`src/rtl/cpu_seq_pkg.sv`:
```
// Shared opcodes, FSM state type and flag bit positions for cpu_seq_core.
package cpu_seq_pkg;

  localparam logic [3:0] OP_NOP = 4'h0;
  localparam logic [3:0] OP_LDI = 4'h1;
  localparam logic [3:0] OP_ADD = 4'h2;
  localparam logic [3:0] OP_SUB = 4'h3;
  localparam logic [3:0] OP_AND = 4'h4;
  localparam logic [3:0] OP_OR  = 4'h5;
  localparam logic [3:0] OP_XOR = 4'h6;
  localparam logic [3:0] OP_MOV = 4'h7;
  localparam logic [3:0] OP_JMP = 4'h8;
  localparam logic [3:0] OP_JZ  = 4'h9;
  localparam logic [3:0] OP_JC  = 4'hA;
  localparam logic [3:0] OP_OUT = 4'hB;
  localparam logic [3:0] OP_HLT = 4'hF;

  typedef enum logic [2:0] {IDLE, F_OP, F_A, F_B, EXEC, HALT} state_t;

  localparam int unsigned FZ = 0;
  localparam int unsigned FC = 1;
  localparam int unsigned FN = 2;
  localparam int unsigned FV = 3;

  function automatic logic is_alu_op(input logic [3:0] op);
    return (op == OP_ADD) || (op == OP_SUB) || (op == OP_AND) ||
           (op == OP_OR)  || (op == OP_XOR);
  endfunction

endpackage

```
`src/rtl/alu_unit.sv`:
```
// Combinational ALU: ADD/SUB/AND/OR/XOR with {V,N,C,Z} flags.
module alu_unit
  import cpu_seq_pkg::*;
#(
  parameter int unsigned DATA_W = 8
) (
  input  logic [DATA_W-1:0] a,
  input  logic [DATA_W-1:0] b,
  input  logic [3:0]        op,
  output logic [DATA_W-1:0] result,
  output logic [3:0]        flags
);

  logic [DATA_W:0] wide;

  always_comb begin
    wide   = '0;
    result = '0;
    flags  = '0;
    case (op)
      OP_ADD: begin
        wide      = {1'b0, a} + {1'b0, b};
        result    = wide[DATA_W-1:0];
        flags[FC] = wide[DATA_W];
        flags[FV] = (a[DATA_W-1] == b[DATA_W-1]) && (result[DATA_W-1] != a[DATA_W-1]);
      end
      OP_SUB: begin
        // extra MSB of the widened difference is the borrow (b > a unsigned)
        wide      = {1'b0, a} - {1'b0, b};
        result    = wide[DATA_W-1:0];
        flags[FC] = wide[DATA_W];
        flags[FV] = (a[DATA_W-1] != b[DATA_W-1]) && (result[DATA_W-1] != a[DATA_W-1]);
      end
      OP_AND:  result = a & b;
      OP_OR:   result = a | b;
      OP_XOR:  result = a ^ b;
      default: result = '0;
    endcase
    flags[FZ] = (result == '0);
    flags[FN] = result[DATA_W-1];
  end

endmodule

```
`src/rtl/cpu_seq_core.sv`:
```
// Fetch/decode/execute core: 3-word instructions over a ready/ack program-memory port.
module cpu_seq_core
  import cpu_seq_pkg::*;
#(
  parameter int unsigned       DATA_W   = 8,
  parameter int unsigned       ADDR_W   = 6,
  parameter int unsigned       NREGS    = 4,
  parameter logic [ADDR_W-1:0] RESET_PC = '0
) (
  input  logic              clk,
  input  logic              rst,
  input  logic              start,
  output logic              mem_req,
  output logic [ADDR_W-1:0] mem_addr,
  input  logic [DATA_W-1:0] mem_rdata,
  input  logic              mem_ack,
  output logic [DATA_W-1:0] alu_out,
  output logic [3:0]        flags,
  output logic              out_valid,
  output logic              halted,
  output logic              illegal,
  output logic [ADDR_W-1:0] pc_dbg
);

  localparam int unsigned RW = $clog2(NREGS);

  state_t            state, state_nx;
  logic [ADDR_W-1:0] pc;
  logic [3:0]        op_q;
  logic [RW-1:0]     rd_idx;
  logic [RW-1:0]     rs_idx;
  logic [DATA_W-1:0] b_q;
  logic [DATA_W-1:0] regs [NREGS];
  logic [DATA_W-1:0] alu_res;
  logic [3:0]        alu_flg;
  logic              fetching;
  logic              xfer;
  logic              take_jump;

  assign rs_idx   = b_q[RW-1:0];
  assign fetching = (state == F_OP) || (state == F_A) || (state == F_B);
  assign xfer     = fetching && mem_ack;
  assign mem_req  = fetching;
  assign mem_addr = pc;
  assign halted   = (state == HALT);
  assign pc_dbg   = pc;

  alu_unit #(.DATA_W(DATA_W)) u_alu (
    .a      (regs[rd_idx]),
    .b      (regs[rs_idx]),
    .op     (op_q),
    .result (alu_res),
    .flags  (alu_flg)
  );

  always_ff @(posedge clk or posedge rst) begin
    if (rst) state <= IDLE;
    else     state <= state_nx;
  end

  always_comb begin
    state_nx = state;
    unique case (state)
      IDLE:    if (start) state_nx = F_OP;
      F_OP:    if (mem_ack) state_nx = F_A;
      F_A:     if (mem_ack) state_nx = F_B;
      F_B:     if (mem_ack) state_nx = EXEC;
      EXEC:    state_nx = (op_q == OP_HLT) ? HALT : F_OP;
      HALT:    if (start) state_nx = F_OP;
      default: state_nx = IDLE;
    endcase
  end

  always_comb begin
    take_jump = 1'b0;
    case (op_q)
      OP_JMP:  take_jump = 1'b1;
      OP_JZ:   take_jump = flags[FZ];
      OP_JC:   take_jump = flags[FC];
      default: take_jump = 1'b0;
    endcase
  end

  always_ff @(posedge clk or posedge rst) begin
    if (rst) begin
      pc        <= RESET_PC;
      op_q      <= OP_NOP;
      rd_idx    <= '0;
      b_q       <= '0;
      alu_out   <= '0;
      flags     <= '0;
      out_valid <= 1'b0;
      illegal   <= 1'b0;
      for (int unsigned i = 0; i < NREGS; i++) regs[i] <= '0;
    end else begin
      out_valid <= 1'b0;
      illegal   <= 1'b0;
      if (xfer) begin
        pc <= pc + ADDR_W'(1);
        case (state)
          F_OP:    op_q   <= mem_rdata[3:0];
          F_A:     rd_idx <= mem_rdata[RW-1:0];
          F_B:     b_q    <= mem_rdata;
          default: ;
        endcase
      end
      if ((state == IDLE || state == HALT) && start) pc <= RESET_PC;
      if (state == EXEC) begin
        if (is_alu_op(op_q)) begin
          regs[rd_idx] <= alu_res;
          alu_out      <= alu_res;
          flags        <= alu_flg;
        end
        case (op_q)
          OP_LDI:                regs[rd_idx] <= b_q;
          OP_MOV:                regs[rd_idx] <= regs[rs_idx];
          OP_JMP, OP_JZ, OP_JC:  if (take_jump) pc <= ADDR_W'(b_q);
          OP_OUT: begin
            alu_out   <= regs[rd_idx];
            out_valid <= 1'b1;
          end
          4'hC, 4'hD, 4'hE:      illegal <= 1'b1;
          default: ;
        endcase
      end
    end
  end

endmodule

```
`config.mk`:
```
export PLATFORM = sky130hd
export DESIGN_NAME = cpu_seq_core
export DESIGN_NICKNAME = d
export VERILOG_FILES = /design/src/rtl/cpu_seq_pkg.sv /design/src/rtl/alu_unit.sv /design/src/rtl/cpu_seq_core.sv
export SDC_FILE = /design/constraint.sdc
export NUM_CORES = 1
export LEC_CHECK = 0
export ABC_CLOCK_PERIOD_IN_PS = 4640
export BUFFER_PORTS_ARGS = -buffer_cell sky130_fd_sc_hd__buf_2
export CORE_MARGIN = 2
export CORE_UTILIZATION = 60
export CTS_CLUSTER_DIAMETER = 50
export CTS_CLUSTER_SIZE = 12
export DETAILED_ROUTE_END_ITERATION = 6
export PLACE_DENSITY = 0.8
export SLEW_MARGIN = 10
export SYNTH_ARGS = -nofsm -noshare
export SYNTH_HDL_FRONTEND = slang
export SYNTH_HIERARCHICAL = 1
export SYNTH_SLANG_ARGS = --single-unit
```
`constraint.sdc`:
```
create_clock -name clk -period 4.64 [get_ports clk]
set_clock_uncertainty 0.05 [all_clocks]
set_input_delay 0.928 -clock clk [delete_from_list [all_inputs] [get_ports clk]]
set_output_delay 0.928 -clock clk [all_outputs]
set_load 0.02 [all_outputs]
```
* Word level (Yosys, flattened, before mapping) *
Index checks and enable logic that the tools add are counted.

operators by class
  equality and inequality tests = 28
  order comparisons = 3
  add/subtract/negate cells = 3
  bitwise logic cells = 5
  reduce and logical (&&, ||, !) cells = 24
  muxes and demuxes = 35

operator list
  cell                 number
  $bwmux 32            3
  $mux 32              2
  $pmux 32 s2          1
  $mux 8               7
  $pmux 8 s5           1
  $bmux 8 s2           2
  $eq 4x4->1 const B   8
  $mux 6               5
  $demux 8 s2          1
  $eq 4x3->1 const B   4
  $mux 3               5
  $pmux 3 s5           1
  $reduce_and 2->1     5
  $add 8x8->9          1
  $sub 8x8->9          1
  $and 8x8->8          1
  $eq 4x2->1 const B   2
  $logic_not 8->1      1
  $or 8x8->8           1
  $xor 8x8->8          1
  $logic_or 1x1->1     7
  $add 6x1->6 const B  1
  $eq 3x2->1 const B   2
  $eq 3x3->1 const B   2
  other kinds (18)     33

word-level totals
  flip-flop bits (word level) = 69
  output and inout bits = 28
  word-level logic and storage cells = 111
  bits of input ports = 12

* Depth between registers and ports, before layout *
  word-level depth = 11
  gate-level depth with buffers = 14
  depth with buffers taken out = 13

* Cells and area by module *
Netlist, hierarchy kept.

by module, submodules not included
  module        area each (µm²)  cells an instance  sequential area each (µm²)  instances
  cpu_seq_core  3702.3           319                1726.7                      1
  alu_unit      1322.5           178                0.0                         1

* Least setup slack after synthesis *
OpenSTA, ideal clock, no wires.

  kind = reg2reg
  start point = register b_q[0]
  end point = register regs[11] in the netlist's numbering
  library setup time = 134 ps
  cell stages (with the launch flop) = 12
  clock period less this slack = 3184 ps
  arrival = 3000 ps
  path slack = 1456 ps
  required time = 4456 ps
  path buffers = 1
  cell sequence = dfrtp_1 > buf_1 > mux4_2 > inv_1 > ha_1 > a21oi_1 > o21ai_0 > a221o_1 > o21ai_0 > o21ai_0 > a32oi_1 > o21ai_0

between the ends
  word-level cells in the longest chain between the ends = 11
  elaborated cells on any way between the ends = 16
  classes of those cells = add/sub (2); mux (10); bitwise (4)

ends and longest elaborated chain
  item                                          RTL line                                  source
  from (decl)                                   cpu_seq_core.sv:32                        logic [DATA_W-1:0] b_q;
  from (signal assigned)                        cpu_seq_core.sv:103                       F_B: b_q <= mem_rdata;
  $not 2->3 (implied by the code) *             cpu_seq_core.sv:50                        .b (regs[rs_idx]),
  $bmux 8 s2 *                                  cpu_seq_core.sv:50
  $mux 8 (implied by the code) * (2 in series)  cpu_seq_core.sv:50
  $sub 8x8->9, or another cell as far along     alu_unit.sv:29                            wide = {1'b0, a} - {1'b0, b};
  $pmux 8 s5 *                                  alu_unit.sv:20                            case (op)
  net alu_res[3]                                cpu_seq_core.sv:34                        logic [DATA_W-1:0] alu_res;
  $bwmux 32 *                                   cpu_seq_core.sv:110                       regs[rd_idx] <= alu_res;
  $mux 32 *                                     cpu_seq_core.sv:109                       if (is_alu_op(op_q)) begin
  $mux 32 *                                     cpu_seq_core.sv:108                       if (state == EXEC) begin
  $bwmux 32, on equally long branches           cpu_seq_core.sv:116, cpu_seq_core.sv:115
  $pmux 32 s2 *                                 cpu_seq_core.sv:114                       case (op_q)
  to (signal, indexed assignment)               cpu_seq_core.sv:110
  to (signal, indexed assignment)               cpu_seq_core.sv:115                       OP_LDI: regs[rd_idx] <= b_q;
  to (signal, indexed assignment)               cpu_seq_core.sv:116                       OP_MOV: regs[rd_idx] <= regs[rs_idx];
  to (decl)                                     cpu_seq_core.sv:33                        logic [DATA_W-1:0] regs [NREGS];

The timed path passes the listed nets; every way through them passes the cells marked *. The select of a mux whose other input is x is not followed.
A chain may end at the register's enable or synchronous reset.

* Worst setup path after layout *
  start point = register rd_idx[0]
  end point = register regs[19] in the netlist's numbering

between the ends
  word-level cells in the longest chain between the ends = 11
  elaborated cells on any way between the ends = 21
  classes of those cells = add/sub (2); order compare (2); mux (12); bitwise (4); reduce/logical (1)

ends and longest elaborated chain
  item                                          RTL line                                  source
  from (decl)                                   cpu_seq_core.sv:30                        logic [RW-1:0] rd_idx;
  from (signal assigned)                        cpu_seq_core.sv:102                       F_A: rd_idx <= mem_rdata[RW-1:0];
  $not 2->3 (implied by the code) *             cpu_seq_core.sv:49                        .a (regs[rd_idx]),
  $bmux 8 s2 *                                  cpu_seq_core.sv:49
  $mux 8 (implied by the code) * (2 in series)  cpu_seq_core.sv:49
  $sub 8x8->9, or another cell as far along     alu_unit.sv:29
  $pmux 8 s5 *                                  alu_unit.sv:20
  net alu_res[3]                                cpu_seq_core.sv:34
  $bwmux 32 *                                   cpu_seq_core.sv:110
  $mux 32 *                                     cpu_seq_core.sv:109
  $mux 32 *                                     cpu_seq_core.sv:108
  $bwmux 32, on equally long branches           cpu_seq_core.sv:116, cpu_seq_core.sv:115
  $pmux 32 s2 *                                 cpu_seq_core.sv:114

Marks and branches as above.

==> results_dict.tcl <==
set metrics [dict create \
    post_cts.resized_instances 0 \
    cts_sinks 69 \
    timing_worst_slew_pin_value_ps 1060 \
    die_height_um 95.5 \
    worst_hold_startpoint "flags[2]" \
    final_nets 552 \
    globalRoute.totalOverflow 0 \
    synth_edf_count 0 \
    hold_path_class "reg -> reg" \
    fraction_of_synthesis_flops_using_an_asynchronous_set_or_reset_pin_pct 100 \
    setup.worst_path.start_class "register" \
    cts_htree_levels 3 \
    worst_setup_hold_path_clk_slew_ps 80 \
    yosysTopAreaCellShare_pct 34.4 \
    fin_crit_sh_pct 82.5 \
    hpwlAfterDp_um 9640 \
    final_hold_viol_count 0 \
    post_route_antenna_net_violation_count 0 \
    reg2reg_depth 10 \
    gr-usage-met3_pct 6.09 \
    clock_tree.root_cell "sky130_fd_sc_hd__clkbuf_8" \
    initial_utilization_pct 61.5 \
    worst_r2r_startpoint "rd_idx[0]" \
    grtUsageMet1_pct 44.8 \
    floorplan.rows 33 \
    critPathCaptureType "register" \
    synth_fp_nets 536 \
    synthesis.yosys.warnings 6 \
    grt_setup_unrepaired "false" \
    final-setup-viol-count 0 \
    maxClockFrequency_mhz 261 \
    clock_tree.buffer_depth 2 \
    power.static_leakage_uw 0.00222 \
    synth-seq-cells 69 \
    dr_iter_0_viols 404 \
    grt_pass1_vias 4219 \
    gr-usage-all-layers_pct 32.5 \
    crit_start "rd_idx[0]" \
    antenna_cells 0 \
    drt-vias-per-instance 7.00 \
    final.min_clock_period_ps 3830 \
    place_inst 607 \
    pwr_density_cell_mw_per_mm2 627 \
    syn-instance-count 497 \
    timing_worst_setup_path_type "reg -> reg" \
    post_synth_instance_area_mm2 0.00502 \
    fin_cells 623 \
    vdd_ir_drop_max_mv 0.313 \
    synth_top_cells_by_count "sky130_fd_sc_hd__dfrtp_1, sky130_fd_sc_hd__o21ai_0, sky130_fd_sc_hd__a32oi_1" \
    hold-path-endpoint "flags[2]" \
    grt_max_degree 47 \
    dr.pass1.iters 5 \
    synth_seq_area_share_pct 34.4 \
    report.final.slew_viol_count 0 \
    area.growth.synth_to_final_pct 6.50 \
    drt-wirelength-per-cell_um 22.3 \
    gp_congestion 0.940 \
    postCtsHoldBufs 0 \
    grt-busiest-layer "met2" \
    netlist-cell-type-count 78 \
    wire_length_of_the_first_global_routing_pass_um 22200 \
    final_layout_size_suffix_gt1_share_pct 21.8 \
    syn_avg_cell_area_um2 10.1 \
    core-area_mm2 0.00818 \
    setup_total_negative_slack_ps 0 \
    yosys_most_used_dff "sky130_fd_sc_hd__dfrtp_1" \
    worst-endpoint-required_ps 4800 \
    timing.critical_path.fanout_max 21 \
    postRouteWirelength_um 13900 \
    ff_to_ff_end "regs[19]" \
    cts_setup_buffers 0 \
    post-synth-top-area-cell "sky130_fd_sc_hd__dfrtp_1" \
    clock_insertion_delay_worst_skew_ps 360 \
    floorplan.io_pins 40 \
    timing.slew.headroom_pct 29.1 \
    place_ws_ps 853 \
    fin_ws_ps 811 \
    drt_drc 0 \
    arrival_time_of_data_at_the_critical_path_endpoint_ps 3990 \
    outcome "finished, final reports clean" \
    fp.dieArea_mm2 0.00912 \
    tritoncts "done" \
    cts-buffers-inserted 9 \
    area_contributors_post_synth "sky130_fd_sc_hd__dfrtp_1, sky130_fd_sc_hd__mux4_2, sky130_fd_sc_hd__ha_1" \
    grt.met2_usage_pct 48.5 \
    fill_cell_instance_count_of_the_final_layout 689 \
    leading_cell_type_by_number_of_instances_after_synthesis "sky130_fd_sc_hd__dfrtp_1" \
    io_buffers 39 \
    route.vias.total 4362 \
    grt_antenna_before_repair 0 \
    hold_path_depth 2 \
    timing.max_cap.violations 0 \
    worst_case_register_to_register_setup_slack_ps 810 \
    fp.dieW_um 95.5 \
]
[registers in the layout, summed over array words and instances, names as in the netlist]
name	cells
regs	32
alu_out	8
b_q	8
mem_addr	6
flags	4
op_q	4
state	3
rd_idx	2
illegal	1
out_valid	1
[area by class of cell]
cell class,count,area (um^2),area share [%]
Clock buffer,9,124,2.31
Tap cell,105,131,2.45
Inverter,29,109,2.03
Multi-Input combinational cell,362,2970,55.5
Clock inverter,7,73.8,1.38
Sequential cell,69,1730,32.3
Timing Repair Buffer,42,218,4.07
[critical path: stages (launching register included)]
cell	delay, ps
sky130_fd_sc_hd__dfrtp_1	870
sky130_fd_sc_hd__mux4_2	680
sky130_fd_sc_hd__inv_1	140
sky130_fd_sc_hd__ha_1	270
sky130_fd_sc_hd__a21oi_1	330
sky130_fd_sc_hd__o21ai_0	140
sky130_fd_sc_hd__a221o_1	350
sky130_fd_sc_hd__o21ai_0	120
sky130_fd_sc_hd__o21ai_0	340
sky130_fd_sc_hd__a32oi_1	260
sky130_fd_sc_hd__o21ai_0	130
[routing by layer]
layer	share of wire [%]	wire length, um	vias up
li1	-	-	1916
met1	41	5730	2149
met2	46	6430	242
met3	8.5	1180	55
met4	3.9	547	0
met5	0	0	-
[how the worst max path moves through the flow]
stage,to
floorplan,regs[11]
global placement,regs[19]
detailed placement,regs[19]
CTS,regs[19]
global route,regs[19]
finish,regs[19]
[report_power, final]
part | internal, uW | switching, uW
logic | 690 | 972
clock network | 250 | 253
registers | 784 | 408
total | 1720 | 1630
[cell usage in the layout, fill, tap and decap left out, drive strengths merged, types with 4 or more instances in the layout]
cell,netlist,layout
a21oi,21,21
a22oi,11,11
a32oi,33,33
buf,23,42
clkbuf,14,9
clkinv,0,4
dfrtp,69,69
ha,25,25
inv,29,30
mux2,16,16
mux4,15,15
nand2,32,32
nand2b,16,16
nand3,10,10
nand4,6,6
nor2,19,19
nor2b,5,5
nor3,7,7
nor3b,4,4
o21ai,51,51
o21bai,4,4
o221a,8,8
or3,4,4
xor2,8,8
[stage by stage]
step	utilization [%]	area [um^2]	hold slack (ps)	total power [uW]
after floorplan	-	5020	415	2390
after global placement	63.0	5150	410	2760
after detailed placement	63.0	5150	415	2810
after CTS	65.5	5350	436	3320
after global routing	65.5	5350	474	3560
final	65.5	5350	436	3360
[logic make-up after synthesis]
group	count (synthesis)	synth area share (%)
buf+inv	66	6.55
xor+xnor	10	1.74
mux	34	10.9
simple gates	130	15.5
compound gates	161	24.0
fa+ha+maj	27	7.02
flops	69	34.4
(Power assumes the default switching activity.)
